**config.mk**
```make
export PLATFORM = sky130hd
export DESIGN_NAME = swizzle_c2d_sched
export DESIGN_NICKNAME = d
export VERILOG_FILES = /design/src/rtl/swizzle_pkg.sv /design/src/rtl/rr_arbiter.sv /design/src/rtl/swizzle_c2d_sched.sv
export SDC_FILE = /design/constraint.sdc
export NUM_CORES = 1
export LEC_CHECK = 0
export BUFFER_PORTS_ARGS = -buffer_cell sky130_fd_sc_hd__buf_2
export CORE_AREA = 8 8 100 102
export CTS_CLUSTER_DIAMETER = 40
export CTS_CLUSTER_SIZE = 20
export DETAILED_ROUTE_END_ITERATION = 8
export DIE_AREA = 0 0 108 110
export PLACE_DENSITY = 0.8
export SLEW_MARGIN = 5
export SYNTH_ARGS = -nofsm -noshare
export SYNTH_HDL_FRONTEND = slang
export SYNTH_SLANG_ARGS = --single-unit
```
**constraint.sdc**
```tcl
create_clock -name clk -period 6 [get_ports clk]
set_clock_uncertainty 0.2 [all_clocks]
set_input_delay 0.6 -clock clk [delete_from_list [all_inputs] [get_ports clk]]
set_output_delay 0.6 -clock clk [all_outputs]
set_load 0.03 [all_outputs]
```
**src/rtl/swizzle_pkg.sv**
```systemverilog
`default_nettype none
// +----------------------------------------------------------------------------+
// | swizzle_pkg : shared state encoding and drain timing for the c2d scheduler |
// | Revision    : 1.0                                                          |
// +----------------------------------------------------------------------------+
package swizzle_pkg;

  typedef enum logic [2:0] {
    IDLE   = 3'd0,
    ARB    = 3'd1,
    STREAM = 3'd2,
    DRAIN  = 3'd3,
    DONE   = 3'd4
  } sched_state_e;

  localparam int COUNT_TO_SWITCH_BUFFERS = 40;
  localparam int DEFAULT_DRAIN_CYCLES    = COUNT_TO_SWITCH_BUFFERS + 2;

endpackage
`default_nettype wire

```
**src/rtl/rr_arbiter.sv**
```systemverilog
`default_nettype none
// +----------------------------------------------------------------------------+
// | rr_arbiter : combinational round-robin pick starting at ptr                |
// | Revision   : 1.0                                                           |
// +----------------------------------------------------------------------------+
module rr_arbiter #(
  parameter int NUM_REQ     = 4,
  parameter int LOG_NUM_REQ = 2
) (
  input  logic [NUM_REQ-1:0]     req,
  input  logic [LOG_NUM_REQ-1:0] ptr,
  output logic [NUM_REQ-1:0]     gnt,
  output logic [LOG_NUM_REQ-1:0] idx,
  output logic                   any
);

  logic [LOG_NUM_REQ-1:0] cand;

  // NUM_REQ is a power of two, so the rotated index wraps by truncation.
  always_comb begin
    gnt  = '0;
    idx  = ptr;
    any  = 1'b0;
    cand = '0;
    for (int k = 0; k < NUM_REQ; k++) begin
      cand = ptr + LOG_NUM_REQ'(k);
      if (!any && req[cand]) begin
        any       = 1'b1;
        idx       = cand;
        gnt[cand] = 1'b1;
      end
    end
  end

endmodule
`default_nettype wire

```
**src/rtl/swizzle_c2d_sched.sv**
```systemverilog
`default_nettype none
// +----------------------------------------------------------------------------+
// | swizzle_c2d_sched : shares one CRAM-to-DRAM swizzle among NUM_REQ requesters|
// | Optional perf counters enabled by macro SWZ_SCHED_PERF_EN                  |
// | Revision          : 1.0                                                    |
// +----------------------------------------------------------------------------+
module swizzle_c2d_sched
  import swizzle_pkg::*;
#(
  parameter int NUM_REQ      = 4,
  parameter int LOG_NUM_REQ  = 2,
  parameter int AWIDTH       = 9,
  parameter int LEN_W        = 10,
  parameter int DRAIN_CYCLES = DEFAULT_DRAIN_CYCLES
) (
  input  logic                      clk,
  input  logic                      resetn,
  input  logic [NUM_REQ-1:0]        req,
  input  logic [NUM_REQ*AWIDTH-1:0] req_dst_addr,
  input  logic [NUM_REQ*AWIDTH-1:0] req_src_addr,
  input  logic [NUM_REQ*LEN_W-1:0]  req_len,
  output logic [NUM_REQ-1:0]        gnt,
  output logic [NUM_REQ-1:0]        done,
  output logic [LOG_NUM_REQ-1:0]    src_sel,
  output logic                      src_rd_en,
  output logic [AWIDTH-1:0]         src_rd_addr,
  input  logic                      swz_stall,
  output logic                      swz_data_valid,
  output logic                      swz_data_last,
  output logic [AWIDTH-1:0]         swz_addr_start,
`ifdef SWZ_SCHED_PERF_EN
  output logic [15:0]               perf_stall_cnt,
  output logic [15:0]               perf_xfer_cnt,
`endif
  output logic                      busy
);

  localparam int DCW = $clog2(DRAIN_CYCLES + 1);

  sched_state_e           state, state_nx;
  logic [1:0]             rst_sync;
  logic                   rst_n;
  logic [NUM_REQ-1:0]     arb_gnt;
  logic [LOG_NUM_REQ-1:0] arb_idx;
  logic                   arb_any;
  logic [LOG_NUM_REQ-1:0] rr_ptr;
  logic [AWIDTH-1:0]      rd_ptr;
  logic [LEN_W-1:0]       remaining;
  logic [DCW-1:0]         drain_cnt;
  logic [AWIDTH-1:0]      win_dst;
  logic [AWIDTH-1:0]      win_src;
  logic [LEN_W-1:0]       win_len;
  logic                   issue;

  // Reset asserts asynchronously and releases two clocks after resetn rises.
  always_ff @(posedge clk or negedge resetn) begin
    if (!resetn) rst_sync <= 2'b00;
    else         rst_sync <= {rst_sync[0], 1'b1};
  end
  assign rst_n = rst_sync[1];

  rr_arbiter #(
    .NUM_REQ     (NUM_REQ),
    .LOG_NUM_REQ (LOG_NUM_REQ)
  ) u_rr_arbiter (
    .req (req),
    .ptr (rr_ptr),
    .gnt (arb_gnt),
    .idx (arb_idx),
    .any (arb_any)
  );

  assign win_dst = req_dst_addr[int'(arb_idx)*AWIDTH +: AWIDTH];
  assign win_src = req_src_addr[int'(arb_idx)*AWIDTH +: AWIDTH];
  assign win_len = req_len[int'(arb_idx)*LEN_W +: LEN_W];

  assign issue       = (state == STREAM) && !swz_stall && (remaining != '0);
  assign src_rd_en   = issue;
  assign src_rd_addr = rd_ptr;
  assign done        = (state == DONE) ? gnt : '0;
  assign busy        = (state != IDLE);

  always_ff @(posedge clk or negedge rst_n) begin
    if (!rst_n) state <= IDLE;
    else        state <= state_nx;
  end

  always_comb begin
    state_nx = state;
    case (state)
      IDLE:    if (|req) state_nx = ARB;
      ARB: begin
        if (!arb_any)            state_nx = IDLE;
        else if (win_len == '0)  state_nx = DONE;
        else                     state_nx = STREAM;
      end
      STREAM:  if (issue && remaining == LEN_W'(1)) state_nx = DRAIN;
      DRAIN:   if (drain_cnt <= DCW'(1)) state_nx = DONE;
      DONE:    state_nx = IDLE;
      default: state_nx = IDLE;
    endcase
  end

  always_ff @(posedge clk or negedge rst_n) begin
    if (!rst_n) begin
      gnt            <= '0;
      src_sel        <= '0;
      swz_addr_start <= '0;
      rd_ptr         <= '0;
      remaining      <= '0;
      rr_ptr         <= '0;
      drain_cnt      <= '0;
      swz_data_valid <= 1'b0;
      swz_data_last  <= 1'b0;
    end else begin
      // The CRAM read returns one cycle after issue, so valid/last trail by one.
      swz_data_valid <= issue;
      swz_data_last  <= issue && (remaining == LEN_W'(1));

      if (state == ARB && arb_any) begin
        src_sel        <= arb_idx;
        swz_addr_start <= win_dst;
        rd_ptr         <= win_src;
        remaining      <= win_len;
        gnt            <= arb_gnt;
        rr_ptr         <= arb_idx + LOG_NUM_REQ'(1);
      end

      if (issue) begin
        rd_ptr    <= rd_ptr + AWIDTH'(1);
        remaining <= remaining - LEN_W'(1);
      end

      if (state == STREAM && state_nx == DRAIN) drain_cnt <= DCW'(DRAIN_CYCLES);
      else if (state == DRAIN)                  drain_cnt <= drain_cnt - DCW'(1);

      if (state == DONE) gnt <= '0;
    end
  end

`ifdef SWZ_SCHED_PERF_EN
  always_ff @(posedge clk or negedge rst_n) begin
    if (!rst_n) begin
      perf_stall_cnt <= '0;
      perf_xfer_cnt  <= '0;
    end else begin
      if (state == STREAM && swz_stall && perf_stall_cnt != 16'hFFFF)
        perf_stall_cnt <= perf_stall_cnt + 16'd1;
      if (state != DONE && state_nx == DONE && perf_xfer_cnt != 16'hFFFF)
        perf_xfer_cnt <= perf_xfer_cnt + 16'd1;
    end
  end
`endif

endmodule
`default_nettype wire
```
==> flow_summary.json, run 1 <==
{
  "syn2layout_area_growth_pct": 24.8,
  "vias": 3839,
  "ant_nets": 0,
  "slew_violations": 0,
  "ir_drop_v": 0.000230,
  "wl_mm": 12.3,
  "fill_cells": 770,
  "h-tree-depth": 2,
  "first_pass_iters": 5,
  "tns_ns": 0,
  "setup_viol": 0,
  "worst_pin_slew_ns": 0.995,
  "drt_iter0_drc": 332,
  "cts-buffers-inserted": 5,
  "core_area_um2": 8470,
  "rr_worst_depth": 10,
  "power_density_nw_per_um2": 514,
  "port_buffers": 150,
  "synth_area_leaders": "dfrtp_1, mux2i_1, ha_1",
  "die_x_um": 108,
  "vias_per_cell": 5.95,
  "synth_top_area_cell": "dfrtp_1",
  "die_h_um": 110,
  "io_pins": 151,
  "worstSetupEndpointType": "register",
  "max-clock-path-buffers": 2,
  "clock_sinks": 49,
  "hpwlAfterDp_mm": 9.30,
  "grt_usage": 0.197,
  "multiInputGateArea_um2": 2300,
  "ys_seq_area_frac": 0.332,
  "critPathArrivalTime_ns": 4.17,
  "grt_max_degree": 48,
  "cts_root_buf": "clkbuf_8",
  "dieArea_um2": 11900,
  "syn-num-nets": 523,
  "cts_resized": 0,
  "diodes": 0,
  "num-nets-final": 667,
  "period_needed_ns": 4.20,
  "grt_pass1_wl_mm": 19.2,
  "crit_path_max_fanout": 23,
  "synthArstFlopShare": 1.00,
  "antenna_found_initial": 0,
  "drc_errors": 0,
  "slew_headroom": 0.331,
  "ys_ff_latch": 49,
  "crit_required_ns": 5.97,
  "post-route-util": 0.544,
  "drive_gt1_frac": 0.346,
  "rsz0062_at_grt": "false",
  "power.leakage_nw": 2.26,
  "overflow": 0,
  "fin_crit_sh": 0.700,
  "place_congestion": 0.891,
  "hold_viol_final": 0,
  "start_util": 0.436,
  "max_cap_viol_count": 0,
  "status": "complete, no violations",
  "num_rows": 34,
  "synth_ff_type": "dfrtp_1",
  "cts_tree": "done",
  "netlist_instances": 392,
  "post_cts_buffers": 0,
  "yosysUniqueCellTypes": 63,
  "routedWlPerCell_um": 19.0,
  "hp-class": "reg2async",
  "dpl-instance-area_um2": 4510,
  "worstSetupPathType": "reg2reg",
  "synth_edf_count": 0,
  "total_power_mw": 2.37,
  "regArea_um2": 1230,
  "max_freq_mhz": 238,
  "clkLatencyLatePin_ns": 0.31,
  "netlist_area_um2": 3690,
  "start_kind": "register",
  "grt_pass1_vias": 4044,
  "yosys_warnings": 0,
  "design_area_um2": 4610,
  "synth_top_cell_area_share": 0.332,
  "syn_avg_cell_area_um2": 9.42,
  "path_clk_slew_ns": 0.10
}
## path summary, 6_finish.rpt
check                                 startpoint                       end  slack, ns
max                        rr_ptr[0]$_DFFE_PN0P_  remaining[7]$_DFFE_PN0P_       1.80
min                        rst_sync[1]$_DFF_PN0_  remaining[5]$_DFFE_PN0P_       0.16
max reg2reg                rr_ptr[0]$_DFFE_PN0P_  remaining[7]$_DFFE_PN0P_       1.80
min reg2reg                rst_sync[1]$_DFF_PN0_  remaining[5]$_DFFE_PN0P_       0.16
max in group asynchronous  rst_sync[1]$_DFF_PN0_  remaining[3]$_DFFE_PN0P_       5.00
min in group clk           rst_sync[0]$_DFF_PN0_     rst_sync[1]$_DFF_PN0_       0.16
## Yosys cell counts, drive strengths merged (5+ instances only)
| cell type | n |
|---|---|
| nand3 | 24 |
| dfrtp | 49 |
| mux2 | 12 |
| and3 | 8 |
| o221ai | 16 |
| xnor2 | 6 |
| nor4 | 12 |
| nand4 | 5 |
| a211oi | 5 |
| ha | 12 |
| clkbuf | 14 |
| a221oi | 5 |
| inv | 11 |
| a21oi | 8 |
| o21ai | 20 |
| mux2i | 48 |
| a22oi | 5 |
| a21o | 5 |
| nor2 | 30 |
| buf | 7 |
| nand2 | 29 |
| o211ai | 9 |
| nor3 | 5 |
## layout by cell type, fill, tap and decap left out, types with 2 or more instances in the layout
| cell type | n |
|---|---|
| buf_2 | 150 |
| mux2i_1 | 48 |
| dfrtp_1 | 48 |
| nor2_1 | 29 |
| nand2_1 | 28 |
| nand3_1 | 24 |
| o21ai_0 | 18 |
| o221ai_1 | 16 |
| ha_1 | 12 |
| inv_1 | 11 |
| nor4_1 | 10 |
| o211ai_1 | 9 |
| and3_1 | 8 |
| a21oi_1 | 7 |
| mux2_2 | 7 |
| buf_4 | 7 |
| xnor2_1 | 6 |
| a211oi_1 | 5 |
| nand4_1 | 5 |
| a21o_1 | 5 |
| nor3_1 | 5 |
| a22oi_1 | 5 |
| a221oi_1 | 5 |
| clkbuf_8 | 5 |
| or4_1 | 4 |
| mux2_1 | 4 |
| mux4_2 | 3 |
| nor2b_1 | 3 |
| and2_1 | 3 |
| nand2b_1 | 2 |
| or3_1 | 2 |
| a2111o_1 | 2 |
| nor4_2 | 2 |
| a31oi_1 | 2 |
| xor2_1 | 2 |
| a222oi_1 | 2 |
| a211o_1 | 2 |
| o21ai_1 | 2 |
| clkinvlp_4 | 2 |
## cells by family after synthesis
kind of cell,count (synthesis),share of synthesized area
DFF,49,0.332
other,1,0.00102
muxes,63,0.186
xor gates and xnor gates,8,0.0190
and+or+nand+nor,135,0.191
buffers and inverters,32,0.0444
AOI/OAI and AO/OA,92,0.186
adders and majority gates,12,0.0406
## where the power goes
group / switching [mW] / internal, mW / total [mW]
logic: 0.891 / 0.625 / 1.52
clock network: 0.126 / 0.0826 / 0.208
registers: 0.162 / 0.482 / 0.644
## worst max-delay path: stages (launching register included)
cell	delay [ns]
dfrtp_1	0.77
inv_1	0.30
ha_1	0.49
mux4_2	0.63
nor2b_1	0.20
o31ai_1	0.22
buf_4	0.23
nand2_2	0.28
buf_4	0.37
mux2i_1	0.23
o221ai_1	0.13
## per-stage QoR
stage	std cells	hold slack (ns)	setup WS, ns
after floorplan	392	0.104	2.60
after global placement	636	0.138	2.08
after detailed placement	636	0.143	1.87
after CTS	645	0.165	1.86
after global routing	645	0.174	1.56
final	645	0.160	1.80
## routing by layer
layer,vias to the layer above,track usage,part of all wire
met5,-,0,0
met4,0,0.0496,0.012
met3,20,0.0483,0.083
met2,175,0.347,0.51
met1,1855,0.235,0.40
li1,1789,-,-
## timing repair
action,CTS,global route
hold buffers,1,0
setup endpoints to repair,0,0
hold endpoints to repair,2,0
## area by class of cell
cell class,count,area share
multi-input cells,311,0.500
flip-flops and latches,49,0.266
repair buffers,158,0.176
well taps,108,0.0293
clock buffers,6,0.0157
inverters,11,0.00896
clock inverters,2,0.00326
## flip-flops by register name, indices dropped and copies added (netlist names)
name / cells
drain_cnt: 6
gnt: 4
remaining: 10
rr_ptr: 2
rst_sync: 2
src_rd_addr: 9
src_sel: 2
state: 3
swz_addr_start: 9
swz_data_last: 1
swz_data_valid: 1
No activity file was read; power rests on OpenSTA's default activity.
==> run 2, diff against run 1 <==
==> constraint.sdc (replaced) <==
create_clock -name clk -period 4.26 [get_ports clk]
set_clock_uncertainty 0.2 [all_clocks]
set_input_delay 0.426 -clock clk [delete_from_list [all_inputs] [get_ports clk]]
set_output_delay 0.426 -clock clk [all_outputs]
set_load 0.03 [all_outputs]
==> flow_summary.json, run 2 (synthesis gave the netlist of run 1 again) <==
{
  "routedWlPerCell_um": 18.9,
  "sw_frac_of_total": 0.498,
  "dpl-instance-area_um2": 4510,
  "layout_common_cells": "buf_2, mux2i_1, dfrtp_1",
  "status": "complete, no violations",
  "worstHoldStart": "rst_sync[0]$_DFF_PN0_",
  "p_comb_frac": 0.648,
  "cts-buffers-inserted": 5,
  "num_rows": 34,
  "r2r-end": "remaining[8]$_DFFE_PN0P_",
  "overflow": 0,
  "start_kind": "register",
  "syn2layout_area_growth_pct": 24.8,
  "critPathArrivalTime_ns": 3.86,
  "hold_viol_final": 0,
  "diodes": 0,
  "clock_sinks": 49,
  "first_pass_iters": 7,
  "setup_viol": 0,
  "die_h_um": 110,
  "tns_ns": 0,
  "max-clock-path-buffers": 2,
  "largest_reg_flops": 10,
  "grt_pass1_wl_mm": 18.7,
  "slew_headroom": 0.287,
  "regMostFlops": "remaining",
  "instances_no_fill": 645,
  "dp.cells": 636,
  "max_freq_mhz": 260,
  "slew_violations": 0,
  "antenna_found_initial": 0,
  "max_cap_viol_count": 0,
  "ant_nets": 0,
  "port_buffers": 150,
  "die_x_um": 108,
  "timing.rr.start": "rr_ptr[1]$_DFFE_PN0P_",
  "power_density_nw_per_um2": 727,
  "start_util": 0.436,
  "drive_gt1_frac": 0.346,
  "cts_hold_buf": 1,
  "fin_crit_sh": 0.904,
  "final_common_cell": "buf_2",
  "drt_iter0_drc": 323,
  "min_path_cells": 0,
  "wl_mm": 12.2,
  "total_power_mw": 3.35,
  "grt_usage": 0.193,
  "cts_root_buf": "clkbuf_8",
  "vias_per_cell": 5.97,
  "grt_pass1_vias": 3857,
  "cts_resized": 0,
  "rr_worst_depth": 9,
  "core_area_um2": 8470,
  "grt_max_degree": 48,
  "seqPwrFrac": 0.266,
  "vias": 3853,
  "p_int_mw": 1.68,
  "worstSetupPathType": "reg2reg",
  "fill_cells": 782,
  "power.leakage_nw": 2.26,
  "ir_drop_v": 0.000370,
  "crit_path_max_fanout": 36,
  "num-nets-final": 667,
  "place_congestion": 0.893,
  "worst_pin_slew_ns": 1.07,
  "reg2reg_slack_ns": 0.41,
  "h-tree-depth": 2,
  "design_area_um2": 4610,
  "io_pins": 151,
  "dieArea_um2": 11900,
  "power_frac_clock": 0.085,
  "crit_required_ns": 4.26,
  "worstSetupEndpointType": "register",
  "drc_errors": 0,
  "path_clk_slew_ns": 0.10,
  "clkLatencyLatePin_ns": 0.31,
  "post_cts_buffers": 0,
  "min_to": "rst_sync[1]$_DFF_PN0_",
  "hpwlAfterDp_mm": 9.32,
  "period_needed_ns": 3.85,
  "rsz0062_at_grt": "false",
  "cts_tree": "done",
  "hp-class": "reg2reg",
  "power.net_switching_mw": 1.67
}
run 2: cell counts in the layout (fill, tap and decap cells not counted):
No cell type changed its count.
run 2: power by group through the flow:
| stage | Sequential, mW | Combinational [mW] | Clock [mW] |
|---|---|---|---|
| after global placement | 0.879 | 2.09 | 0 |
| after detailed placement | 0.891 | 2.16 | 0 |
| after floorplan | 1.07 | 1.50 | 0 |
| after CTS | 0.887 | 2.17 | 0.293 |
| final | 0.892 | 2.17 | 0.286 |
| after global routing | 0.922 | 2.35 | 0.315 |
run 2: through the flow:
step           setup WS [ns]  hold slack, ns   util
6_report               0.407           0.160  0.544
5_1_grt                0.143           0.175  0.544
4_1_cts                0.433           0.162  0.544
3_5_place_dp           0.444          0.0120  0.533
3_3_place_gp           0.632          0.0119  0.533
2_1_floorplan          0.858         -0.0696      -
run 2: how the worst max path moves through the flow:
stage | to | start | slack, ns
after floorplan | src_rd_addr[7]$_DFFE_PN0P_ | rr_ptr[0]$_DFFE_PN0P_ | 0.86
after global placement | remaining[8]$_DFFE_PN0P_ | rr_ptr[1]$_DFFE_PN0P_ | 0.63
after detailed placement | remaining[8]$_DFFE_PN0P_ | rr_ptr[1]$_DFFE_PN0P_ | 0.44
after CTS | remaining[8]$_DFFE_PN0P_ | rr_ptr[1]$_DFFE_PN0P_ | 0.43
after global routing | remaining[8]$_DFFE_PN0P_ | rr_ptr[1]$_DFFE_PN0P_ | 0.14
final | remaining[8]$_DFFE_PN0P_ | rr_ptr[1]$_DFFE_PN0P_ | 0.41
run 2: per-layer routing:
metal	GRT usage	wire length [um]	up-vias
met5	0	0	-
met4	0.0624	163	0
met3	0.0448	1080	19
met2	0.339	6200	187
met1	0.229	4730	1857
li1	-	-	1790
run 2: area by class of cell:
class | count | area [um2] | area share
multi-input combinational | 311 | 2300 | 0.500
sequential | 49 | 1230 | 0.266
timing repair buffer | 158 | 813 | 0.176
tap | 108 | 135 | 0.0293
clock buffer | 6 | 72.6 | 0.0157
inverter | 11 | 41.3 | 0.00896
clock inverter | 2 | 15.0 | 0.00326
run 2: critical path, stage by stage (launching register included):
cell and delay, ns:
dfrtp_1 0.53, inv_1 0.13, ha_1 0.43, mux4_2 0.61
nor2b_1 0.20, o31ai_1 0.33, nand2_2 0.36, buf_4 0.43
mux2i_1 0.19, a222oi_1 0.29
==> run 3, diff against run 2 <==
--- a/config.mk
+++ b/config.mk
@@ -7,6 +7,7 @@
 export LEC_CHECK = 0
 export BUFFER_PORTS_ARGS = -buffer_cell sky130_fd_sc_hd__buf_2
 export CORE_AREA = 8 8 100 102
+export CTS_BUF_LIST = sky130_fd_sc_hd__clkbuf_8 sky130_fd_sc_hd__clkbuf_16
 export CTS_CLUSTER_DIAMETER = 40
 export CTS_CLUSTER_SIZE = 20
 export DETAILED_ROUTE_END_ITERATION = 8
==> constraint.sdc (replaced) <==
create_clock -name clk -period 4.1 [get_ports clk]
set_clock_uncertainty 0.2 [all_clocks]
set_input_delay 0.41 -clock clk [delete_from_list [all_inputs] [get_ports clk]]
set_output_delay 0.41 -clock clk [all_outputs]
set_load 0.03 [all_outputs]
==> flow_summary.json, run 3 (synthesis gave the netlist of run 1 again) <==
{
  "tns_ns": 0,
  "path_delay_family": "multiplexers",
  "crit_slowest_cell": "mux4_2",
  "antenna_found_initial": 0,
  "num_rows": 34,
  "grt_max_degree": 48,
  "cts_tree": "done",
  "worstPathCellList": "inv_1, ha_1, mux4_2, nor2b_1, o31ai_1, nand2_2, buf_12, mux2i_1, a221o_1",
  "cts_resized": 0,
  "vias_per_cell": 5.90,
  "ant_nets": 0,
  "cts-buffers-inserted": 5,
  "path_clk_slew_ns": 0.09,
  "fill_cells": 781,
  "final_common_cell": "buf_2",
  "path_buf_inv": 2,
  "period_needed_ns": 3.67,
  "h-tree-depth": 2,
  "max_cap_viol_count": 0,
  "layout_common_cells": "buf_2, mux2i_1, dfrtp_1",
  "post-route-util": 0.544,
  "hpwlAfterDp_mm": 9.20,
  "crit_required_ns": 4.10,
  "largest_reg_flops": 10,
  "wl_mm": 11.9,
  "start_util": 0.436,
  "core_area_um2": 8470,
  "crit_path_max_fanout": 37,
  "routedWlPerCell_um": 18.5,
  "slew_headroom": 0.297,
  "start_kind": "register",
  "grt_usage": 0.190,
  "die_h_um": 110,
  "drt_iter0_drc": 297,
  "worstSetupEndpointType": "register",
  "grt_pass1_wl_mm": 18.5,
  "fin_crit_sh": 0.895,
  "regMostFlops": "remaining",
  "rsz0062_at_grt": "false",
  "slew_violations": 0,
  "hp-class": "reg2reg",
  "max-clock-path-buffers": 2,
  "critPathArrivalTime_ns": 3.67,
  "cts_root_buf": "clkbuf_8",
  "worstSetupPathType": "reg2reg",
  "max_freq_mhz": 273,
  "drc_errors": 0,
  "worst_pin_slew_ns": 1.05,
  "setup_viol": 0,
  "io_pins": 151,
  "num-nets-final": 667,
  "syn2layout_area_growth_pct": 24.7,
  "overflow": 0,
  "hold_viol_final": 0,
  "dieArea_um2": 11900,
  "grt_pass1_vias": 3834,
  "power.leakage_nw": 2.27,
  "clock_sinks": 49,
  "power_density_nw_per_um2": 754,
  "vias": 3796,
  "place_congestion": 0.892,
  "drive_gt1_frac": 0.346,
  "clkLatencyLatePin_ns": 0.30,
  "ir_drop_v": 0.000453,
  "slowest_delay_ns": 0.62,
  "first_pass_iters": 5,
  "port_buffers": 150,
  "diodes": 0,
  "die_x_um": 108,
  "status": "complete, no violations"
}
-- run 3: cell count changes in the layout (fill, tap and decap cells not counted), sizes merged --
cell      previous run  this run
clkinvlp             2         0
clkbuf               6         5
clkinv               0         1
-- run 3: worst paths after layout --
| path | startpoint | endpoint | slack [ns] | cells after the start |
|---|---|---|---|---|
| min | rst_sync[0]$_DFF_PN0_ | rst_sync[1]$_DFF_PN0_ | 0.15 | 0 |
| max | rr_ptr[1]$_DFFE_PN0P_ | state[2]$_DFF_PN0_ | 0.43 | 9 |
| max reg2reg | rr_ptr[1]$_DFFE_PN0P_ | state[2]$_DFF_PN0_ | 0.43 | 9 |
| min reg2reg | rst_sync[0]$_DFF_PN0_ | rst_sync[1]$_DFF_PN0_ | 0.15 | 0 |
| max in group asynchronous | rst_sync[1]$_DFF_PN0_ | state[0]$_DFF_PN0_ | 2.79 | 0 |
| min in group asynchronous | resetn | rst_sync[0]$_DFF_PN0_ | 0.22 | 2 |
-- run 3: layout make-up --
| cell class | instances | area (um2) | area share |
|---|---|---|---|
| inverters | 11 | 41.3 | 0.00896 |
| multi-input cells | 311 | 2300 | 0.500 |
| clock buffers | 5 | 68.8 | 0.0149 |
| flip-flops and latches | 49 | 1230 | 0.266 |
| well taps | 108 | 135 | 0.0293 |
| clock inverters | 1 | 5.00 | 0.00109 |
| repair buffers | 158 | 826 | 0.179 |
-- run 3: per-stage QoR --
stage	setup WS [ns]	hold WS, ns	instance area [um2]	instances	power (mW)
floorplan	0.698	-0.0856	3690	392	2.67
global placement	0.568	-0.00470	4520	636	3.11
detailed placement	0.422	-0.00215	4520	636	3.20
CTS	0.440	0.155	4610	643	3.47
global route	0.122	0.157	4610	643	3.74
finish	0.432	0.153	4610	643	3.47
-- run 3: timing repair --
action,in CTS,in global routing
buffers inserted,0,0
setup endpoints to repair,0,0
hold buffers,1,0
hold endpoints to repair,2,0
-- run 3: power by group --
group          internal [mW]  switching (mW)
Sequential             0.706           0.216
Clock                  0.113           0.156
Combinational          0.942            1.34
Total                   1.76            1.71
-- run 3: metal layers --
layer / share of wire / vias to the layer above / track usage
met2: 0.52 / 139 / 0.330
li1: - / 1785 / -
met4: 0.0082 / 0 / 0.0406
met1: 0.41 / 1855 / 0.236
met3: 0.068 / 17 / 0.0419
met5: 0 / - / 0
